--- src/rtl/i2c_pkg.sv ---
`default_nettype none
//==============================================================================
// Package : i2c_pkg
// Brief   : Shared types for the I2C master arbiter: the latched request record,
//           the arbiter state encoding and width helpers.
// Revision: 1.0 - initial release
//==============================================================================
package i2c_pkg;

  // Width of a requester index (covers up to 8 requesters)
  localparam int GRANT_W = 3;

  typedef struct packed {
    logic [6:0] daddr;
    logic [7:0] addr;
    logic [7:0] data;
    logic       wen;
  } i2c_req_t;

  typedef enum logic [1:0] {
    IDLE  = 2'd0,
    ISSUE = 2'd1,
    WAIT  = 2'd2,
    RESP  = 2'd3
  } arb_state_e;

  // Width of a counter able to hold values 0..limit (never narrower than 1)
  function automatic int cnt_width(input int limit);
    return (limit < 2) ? 1 : $clog2(limit + 1);
  endfunction

endpackage
`default_nettype wire

--- src/rtl/i2c_arbiter_rr_pick.sv ---
`default_nettype none
//==============================================================================
// Module  : rr_pick
// Brief   : Combinational round-robin selector. Scans last+1, last+2, ...
//           (mod N_REQ) and returns the first requesting index.
// Revision: 1.0 - initial release
//==============================================================================
module rr_pick
  import i2c_pkg::*;
#(
  parameter int N_REQ = 4
) (
  input  logic [N_REQ-1:0]   req_i,
  input  logic [GRANT_W-1:0] last_i,
  output logic [GRANT_W-1:0] grant_o,
  output logic               any_o
);

  localparam int IDX_W = GRANT_W + 1;

  logic [IDX_W-1:0] idx;
  logic             hit;

  // Walk candidates farthest-first so the nearest requester after last wins
  always_comb begin
    grant_o = '0;
    any_o   = |req_i;
    idx     = '0;
    hit     = 1'b0;
    for (int k = N_REQ; k >= 1; k--) begin
      idx = {1'b0, last_i} + IDX_W'(k);
      if (idx >= IDX_W'(N_REQ)) idx = idx - IDX_W'(N_REQ);
      hit = 1'b0;
      for (int j = 0; j < N_REQ; j++) begin
        if (idx == IDX_W'(j)) hit = req_i[j];
      end
      if (hit) grant_o = idx[GRANT_W-1:0];
    end
  end

endmodule
`default_nettype wire

--- src/rtl/i2c_arbiter.sv ---
`default_nettype none
//==============================================================================
// Module  : i2c_arbiter
// Brief   : Round-robin sharing of one byte-register I2C master among N_REQ
//           requesters, one transaction in flight, with response timeout.
// Revision: 1.0 - initial release
//==============================================================================
module i2c_arbiter
  import i2c_pkg::*;
#(
  parameter int         N_REQ    = 4,
  parameter int         TIMEOUT  = 65536,
  parameter logic [7:0] ERR_DATA = 8'hFF
) (
  input  logic                  clk_i,
  input  logic                  rst_i,
  input  logic                  srst_i,
  input  logic [N_REQ-1:0]      req_val_i,
  input  logic [N_REQ-1:0][6:0] req_daddr_i,
  input  logic [N_REQ-1:0][7:0] req_addr_i,
  input  logic [N_REQ-1:0][7:0] req_data_i,
  input  logic [N_REQ-1:0]      req_wen_i,
  output logic [N_REQ-1:0]      req_rdy_o,
  output logic [N_REQ-1:0]      rsp_val_o,
  output logic                  rsp_err_o,
  output logic [7:0]            rsp_data_o,
  input  logic [N_REQ-1:0]      rsp_rdy_i,
  output logic                  m_val_o,
  output logic [6:0]            m_daddr_o,
  output logic [7:0]            m_addr_o,
  output logic [7:0]            m_data_o,
  output logic                  m_wen_o,
  input  logic                  m_rdy_i,
  input  logic                  m_val_i,
  input  logic                  m_err_i,
  input  logic [7:0]            m_data_i,
  output logic                  m_rdy_o,
  output logic [2:0]            grant_o,
  output logic                  busy_o,
  output logic                  stray_o
);

  arb_state_e         state_q;
  logic [GRANT_W-1:0] grant_q;
  logic [GRANT_W-1:0] last_q;
  i2c_req_t           req_q;
  logic [7:0]         rsp_data_q;
  logic               rsp_err_q;
  logic               m_rdy_q;
  logic               stray_q;

  logic [GRANT_W-1:0] w_pick;
  logic               w_any;
  logic               w_accept;
  i2c_req_t           w_sel;
  logic [N_REQ-1:0]   w_pick_hot;
  logic [N_REQ-1:0]   w_grant_hot;
  logic               w_rsp_rdy;
  logic               w_timeout;

  rr_pick #(.N_REQ(N_REQ)) u_rr_pick (
    .req_i   (req_val_i),
    .last_i  (last_q),
    .grant_o (w_pick),
    .any_o   (w_any)
  );

  // Mux the picked requester's fields and decode one-hot views of pick/grant
  always_comb begin
    w_sel       = '0;
    w_pick_hot  = '0;
    w_grant_hot = '0;
    w_rsp_rdy   = 1'b0;
    for (int i = 0; i < N_REQ; i++) begin
      if (w_pick == GRANT_W'(i)) begin
        w_sel.daddr   = req_daddr_i[i];
        w_sel.addr    = req_addr_i[i];
        w_sel.data    = req_data_i[i];
        w_sel.wen     = req_wen_i[i];
        w_pick_hot[i] = 1'b1;
      end
      if (grant_q == GRANT_W'(i)) begin
        w_grant_hot[i] = 1'b1;
        w_rsp_rdy      = rsp_rdy_i[i];
      end
    end
  end

  // Accept is only offered from IDLE and never while either reset is active
  assign w_accept  = (state_q == IDLE) && w_any && !rst_i && !srst_i;
  assign req_rdy_o = w_accept ? w_pick_hot : '0;

  if (TIMEOUT != 0) begin : g_timeout
    localparam int CNT_W = cnt_width(TIMEOUT);
    logic [CNT_W-1:0] cnt_q;

    // Cycles spent in WAIT since the master took the transaction
    always_ff @(posedge clk_i or posedge rst_i) begin
      if (rst_i)                 cnt_q <= '0;
      else if (srst_i)           cnt_q <= '0;
      else if (state_q == ISSUE) cnt_q <= '0;
      else if (state_q == WAIT)  cnt_q <= cnt_q + CNT_W'(1);
    end

    assign w_timeout = (state_q == WAIT) && (cnt_q == CNT_W'(TIMEOUT - 1));
  end else begin : g_no_timeout
    assign w_timeout = 1'b0;
  end

  // Arbiter FSM with its registered outputs
  always_ff @(posedge clk_i or posedge rst_i) begin
    if (rst_i) begin
      state_q    <= IDLE;
      grant_q    <= '0;
      last_q     <= GRANT_W'(N_REQ - 1);
      req_q      <= '0;
      rsp_data_q <= '0;
      rsp_err_q  <= 1'b0;
      m_rdy_q    <= 1'b0;
      stray_q    <= 1'b0;
    end else if (srst_i) begin
      state_q    <= IDLE;
      grant_q    <= '0;
      last_q     <= GRANT_W'(N_REQ - 1);
      req_q      <= '0;
      rsp_data_q <= '0;
      rsp_err_q  <= 1'b0;
      m_rdy_q    <= 1'b0;
      stray_q    <= 1'b0;
    end else begin
      stray_q <= 1'b0;
      unique case (state_q)
        IDLE: begin
          m_rdy_q <= 1'b1;
          if (m_val_i && m_rdy_q) stray_q <= 1'b1;
          if (w_any) begin
            grant_q <= w_pick;
            req_q   <= w_sel;
            state_q <= ISSUE;
          end
        end
        ISSUE: begin
          if (m_val_i && m_rdy_q) stray_q <= 1'b1;
          if (m_rdy_i) state_q <= WAIT;
        end
        WAIT: begin
          // A real response in the timeout cycle wins over the timeout
          if (m_val_i) begin
            rsp_data_q <= m_data_i;
            rsp_err_q  <= m_err_i;
            m_rdy_q    <= 1'b0;
            state_q    <= RESP;
          end else if (w_timeout) begin
            rsp_data_q <= ERR_DATA;
            rsp_err_q  <= 1'b1;
            m_rdy_q    <= 1'b0;
            state_q    <= RESP;
          end
        end
        RESP: begin
          if (w_rsp_rdy) begin
            last_q  <= grant_q;
            m_rdy_q <= 1'b1;
            state_q <= IDLE;
          end
        end
        default: state_q <= IDLE;
      endcase
    end
  end

  assign m_val_o    = (state_q == ISSUE);
  assign m_daddr_o  = req_q.daddr;
  assign m_addr_o   = req_q.addr;
  assign m_data_o   = req_q.data;
  assign m_wen_o    = req_q.wen;
  assign m_rdy_o    = m_rdy_q;
  assign rsp_val_o  = (state_q == RESP) ? w_grant_hot : '0;
  assign rsp_data_o = rsp_data_q;
  assign rsp_err_o  = rsp_err_q;
  assign grant_o    = grant_q;
  assign busy_o     = (state_q != IDLE);
  assign stray_o    = stray_q;

endmodule
`default_nettype wire

--- config.mk ---
export PLATFORM = sky130hd
export DESIGN_NAME = i2c_arbiter
export DESIGN_NICKNAME = d
export VERILOG_FILES = /design/src/rtl/i2c_pkg.sv /design/src/rtl/i2c_arbiter_rr_pick.sv /design/src/rtl/i2c_arbiter.sv
export SDC_FILE = /design/constraint.sdc
export NUM_CORES = 1
export LEC_CHECK = 0
export BUFFER_PORTS_ARGS = -buffer_cell sky130_fd_sc_hd__buf_2
export CORE_UTILIZATION = 50
export CTS_CLUSTER_SIZE = 40
export DETAILED_ROUTE_END_ITERATION = 8
export GPL_TIMING_DRIVEN = 0
export PLACE_DENSITY = 0.83
export REMOVE_ABC_BUFFERS = 1
export SETUP_SLACK_MARGIN = 0.02
export SLEW_MARGIN = 25
export SYNTH_ARGS = -nofsm -noshare
export SYNTH_HDL_FRONTEND = slang
export SYNTH_SLANG_ARGS = --single-unit
--- constraint.sdc ---
create_clock -name clk_i -period 5.95 [get_ports clk_i]
set_input_delay 0.8925 -clock clk_i [delete_from_list [all_inputs] [get_ports clk_i]]
set_output_delay 0.8925 -clock clk_i [all_outputs]
set_load 0.005 [all_outputs]
---- Word-level counts from Yosys, hierarchy flattened ----
Index checks and enable logic that the tools add are counted.
storage, ports and cells
  bits in registers ....................... 60
  input port bits ......................... 118
  output and inout bits ................... 48
  logic and storage cells ................. 158
cells by class
  $add $sub $neg .......................... 9
  order comparisons ....................... 4
  equal/unequal tests ..................... 26
  muxes and demuxes ....................... 77
  reductions and logical operators ........ 30
operator list
  operator               number
  $mux 24                7
  $mux 17                3
  $mux 1                 39
  $eq 4x2->1 const B     8
  $mux 8                 4
  $mux 3                 10
  $mux 4                 6
  $add 17x1->17 const B  1
  $eq 17x16->1 const B   1
  $eq 4x1->1 const B     4
  $ge 4x3->1 const B     4
  $logic_not 4->1        4
  $sub 4x3->4 const B    4
  $eq 3x2->1 const B     4
  $mux 2                 6
  $reduce_bool 2->1      6
  $add 3x2->4 const B    2
  $pmux 2 s4             1
  $eq 3x1->1 const B     2
  $logic_not 3->1        2
  $ne 3x3->1 const B     2
  $reduce_and 2->1       3
  $reduce_bool 3->1      2
  $logic_and 1x1->1      5
  14 further kinds       16

---- Longest topological paths before layout ----
  depth in word-level cells ............... 20
  gate-level depth with buffers ........... 14
  gate-level depth less buffers ........... 12

---- Cells and area by module ----
From an unflattened synthesis, not the netlist that was laid out.
second synthesis, totals
  cell total of the unflattened synthesis .. 419
  area total of the unflattened synthesis .. 3942.5 um2
modules (own cells, without submodules)
  module       instances  cells each  area each (um2)  seq. area each (um2)
  i2c_arbiter  1          349         3457.1           1503.9
  rr_pick      1          70          485.5            0.0

---- Least setup slack after synthesis ----
OpenSTA, ideal clock, no wires.
  path type ............................... reg2out
  from .................................... register last_q[0]
  to ...................................... output port req_rdy_o[0]
  arrival ................................. 3.007 ns
  required time ........................... 5.058 ns
  setup slack ............................. 2.051 ns
  stages on the path, launching flop included .. 14
  path buffers ............................ 3
  path through ............................ dfstp_2 > buf_4 > inv_1 > ha_1 > ha_1 > ha_1 > nor2b_1 > a222oi_1 > and3_4 > o31ai_2 > a22oi_2 > buf_6 > buf_8 > and3_1
on the way
  cells in the longest elaborated chain, start to end .. 15
  elaborated cells on any way between the ends .. 55
  those cells by class .................... 8 x add/sub; 4 x order compare; 12 x eq/ne; 26 x mux; 5 x reduce/logical
RTL lines
  element                                           line                       source
  start, declared                                   i2c_arbiter.sv:45          logic [GRANT_W-1:0] last_q;
  start signal, assigned                            i2c_arbiter.sv:115         last_q <= GRANT_W'(N_REQ - 1);
  start signal, assigned                            i2c_arbiter.sv:124         last_q <= GRANT_W'(N_REQ - 1);
  start signal, assigned                            i2c_arbiter.sv:162         last_q <= grant_q;
  $add 3x3->4                                       i2c_arbiter_rr_pick.sv:31  idx = {1'b0, last_i} + IDX_W'(k);
  $sub 4x3->4 / $ge 4x3->1 (equally long branches)  i2c_arbiter_rr_pick.sv:32  if (idx >= IDX_W'(N_REQ)) idx = idx - IDX_W'(N_REQ);
  $mux 4                                            i2c_arbiter_rr_pick.sv:32
  $logic_not 4->1                                   i2c_arbiter_rr_pick.sv:35  if (idx == IDX_W'(j)) hit = req_i[j];
  $mux 1 (4 in a row)                               i2c_arbiter_rr_pick.sv:35
  $mux 3 (3 in a row)                               i2c_arbiter_rr_pick.sv:37  if (hit) grant_o = idx[GRANT_W-1:0];
  $mux 3 *                                          i2c_arbiter_rr_pick.sv:37
  $logic_not 3->1 *                                 i2c_arbiter.sv:75          if (w_pick == GRANT_W'(i)) begin
  $mux 1 *                                          i2c_arbiter.sv:75
  $mux 4 *                                          i2c_arbiter.sv:91          assign req_rdy_o = w_accept ? w_pick_hot : '0;
  end, declared                                     i2c_arbiter.sv:23          output logic [N_REQ-1:0] req_rdy_o,
Every way passes the cells marked *; elsewhere a longest branch is shown, timed or not.

---- Final worst setup path ----
  from .................................... register last_q[1]
  to ...................................... output port req_rdy_o[0]
Same word-level chain as after synthesis.

==> results.json <==
{
  "status": "finished clean",
  "finalHoldViolations": 0,
  "cp.arrival_ns": 4.00,
  "routed_via_density": 5.63,
  "die_w_um": 90.3,
  "drive_gt1_share_pct": 35.9,
  "cts_resized": 0,
  "pin_count": 166,
  "max_stage_delay_ns": 0.69,
  "die_area_um2": 8150,
  "netlist_area_um2": 3900,
  "fin_util_pct": 67.0,
  "via_count": 3741,
  "synthArstFlopShare_pct": 100,
  "drtAntennaViolNets": 0,
  "tightest_slew_ns": 0.853,
  "ir_drop_mv": 0.204,
  "gp_congestion": 0.937,
  "grt_pass1_wl_um": 17200,
  "critPathMostFrequentCell": "ha_1",
  "numCtsBuffers": 9,
  "drtIter0Drc": 208,
  "die_height_um": 90.3,
  "synth_top_family_by_area": "simple AND/OR/NAND/NOR gates",
  "clock_sinks": 60,
  "clockBufferDepth": 2,
  "nets": 696,
  "r2r_cells": 13,
  "syn_inst": 400,
  "start_kind": "flip-flop",
  "start_util_pct": 52.6,
  "worstSetupEndpointType": "output port",
  "finalSetupTns_ns": 0,
  "first_pass_iters": 4,
  "clkLatencyLatePin_ns": 0.33,
  "port_buffers": 165,
  "slew_headroom_pct": 43.0,
  "grt_max_degree": 48,
  "muxShareOfSynthArea_pct": 13.5,
  "synth_xor_xnor_area_share_pct": 3.15,
  "avgSynthCellArea_um2": 9.74,
  "wl_per_cell_um": 15.7,
  "path_class": "flip-flop to output port",
  "drv_cap": 0,
  "synth_edf_count": 0,
  "worstPathRequired_ns": 5.06,
  "synth_ff_type": "dfrtp_1",
  "wirelength_um": 10400,
  "skew_ns": 0.00593,
  "grt_remaining_overflow": 0,
  "post-dp-hpwl_um": 8020,
  "p_leak_nw": 2.69,
  "antenna_found_initial": 0,
  "dpl.cell_count": 649,
  "path_cells": "inv_1 > ha_1 > ha_1 > ha_1 > nor2b_1 > a222oi_1 > and3_4 > o31ai_2 > a22oi_2 > and3_1 > buf_2",
  "min_path_cells": 2,
  "rows": 31,
  "cts_tree": "done",
  "worst-path-stages": 11,
  "finalSetupViolCount": 0,
  "grt_setup_unrepaired": "false",
  "hp-class": "flip-flop to flip-flop",
  "cp.buffers_inverters": 2,
  "layout_min_cycle_time_ns": 4.89,
  "synth.area.top_cells": "dfrtp_1 (37%), mux2i_1 (13%), ha_1 (5.5%), o221ai_1 (5.4%), nor2_1 (5.1%)",
  "cts_max_level": 3,
  "synthDistinctLibCells": 64,
  "netlist.area_leader.share_pct": 37.2,
  "power_density_nw_per_um2": 403,
  "synth_compound_gate_area_share_pct": 14.5,
  "area_delta_synth_final_pct": 27.4,
  "clkTransAtPathRegs_ns": 0.07,
  "cp_top_family": "compound AO/OA/AOI/OAI gates",
  "synth_warnings": 0,
  "post_synth_and_or_nand_nor_area_fraction_pct": 18.6,
  "cts_hold_buf": 0,
  "fin_cells": 665,
  "seq_area_frac_synth_pct": 38.6,
  "cts-root-buf": "clkbuf_8",
  "slew_viol_final": 0,
  "fmax_mhz": 205,
  "crit_slowest_cell": "dfstp_2",
  "synthAdderAreaFrac_pct": 5.46,
  "fin_crit_sh_pct": 82.2,
  "design.core.area_um2": 7410,
  "synth_largest_area_cell": "dfrtp_1",
  "diodes": 0,
  "synth_seq_cells": 60,
  "grt_pass1_vias": 3700,
  "worstPathMaxFanout": 13,
  "post_cts_buffers": 0,
  "drc": 0,
  "grt_usage_pct": 26.2
}
per-stage QoR:
| stage | power, W | worst slack [ns] | hold WS, ns | cell area (um^2) |
|---|---|---|---|---|
| 6_report | 0.00200 | 1.06 | 0.481 | 4960 |
| 3_5_place_dp | 0.00160 | 1.41 | 0.470 | 4750 |
| 5_1_grt | 0.00213 | 0.768 | 0.483 | 4960 |
| 3_3_place_gp | 0.00156 | -0.385 | 0.468 | 4650 |
| 2_1_floorplan | 0.00130 | 0.301 | 0.480 | 3700 |
| 4_1_cts | 0.00201 | 1.05 | 0.477 | 4960 |
kinds of logic after synthesis:
| family | Yosys count |
|---|---|
| mux | 51 |
| simple gates | 155 |
| flops | 60 |
| compound gates | 69 |
| xor+xnor | 14 |
| buf+inv | 34 |
| fa+ha+maj | 17 |
flip-flops by register name, summed over array words and instances (netlist names), 2 cells and up:
register,count
grant_o,3
state_q,2
m_addr_o,8
m_data_o,8
last_q,3
rsp_data_o,8
g_timeout.cnt_q,17
m_daddr_o,7
cell usage after synthesis, types with 3 or more instances:
master and n:
a21o_1 3, a21oi_1 6, and3_1 5, buf_12 4
buf_2 4, clkbuf_1 4, dfrtp_1 58, ha_1 17
inv_1 12, mux2i_1 49, nand2_1 45, nand2b_1 3
nand3_1 9, nand3b_1 3, nand4_1 6, nor2_1 53
nor2b_1 5, nor3_1 14, o21ai_0 6, o221ai_1 24
xnor2_1 3, xor2_1 11
report_power, final:
part | switching [W] | internal [W]
registers | 0.0000737 | 0.000493
clock network | 0.000158 | 0.000245
logic | 0.000546 | 0.000483
total | 0.000779 | 0.00122
final timing paths:
check                           from            to  slack (ns)
setup / recovery           last_q[1]  req_rdy_o[0]        1.06
hold / removal               m_wen_o       m_wen_o        0.48
hold reg to reg              m_wen_o       m_wen_o        0.48
max in group asynchronous      rst_i     last_q[1]        4.93
setup reg to reg           last_q[1]  m_daddr_o[2]        1.57
min in group asynchronous      rst_i   m_addr_o[6]        0.49
final cells by class:
class,count,area [um^2]
fillers,583,2440
multi-input cells,306,2150
flip-flops and latches,60,1500
repair buffers,171,913
clock buffers,11,141
well taps,99,124
clock inverters,5,75.1
inverters,13,51.3
worst min-delay path: stages (launching register included):
cell      delay, ns
dfrtp_1        0.34
nand2_1        0.05
o221ai_1       0.06
cells in the final DEF, fill, tap and decap left out, drive strengths merged, types with 5 or more instances in the layout:
master,instances
dfrtp,58
o21ai,7
clkbuf,11
inv,13
nor2b,5
ha,17
xor2,11
a21oi,7
nor2,53
and3,6
nor3,14
o221ai,24
nand3,10
mux2i,49
buf,171
nand4,6
nand2,45
layer usage:
layer  GRT usage, %  wire (um)  up-vias
li1               -          -     1784
met1           32.2       4280     1815
met2           44.5       5410      110
met3           4.97        410       32
met4           12.5        339        0
met5              0          0        -
Note: power is estimated with default switching activity, not from simulation.
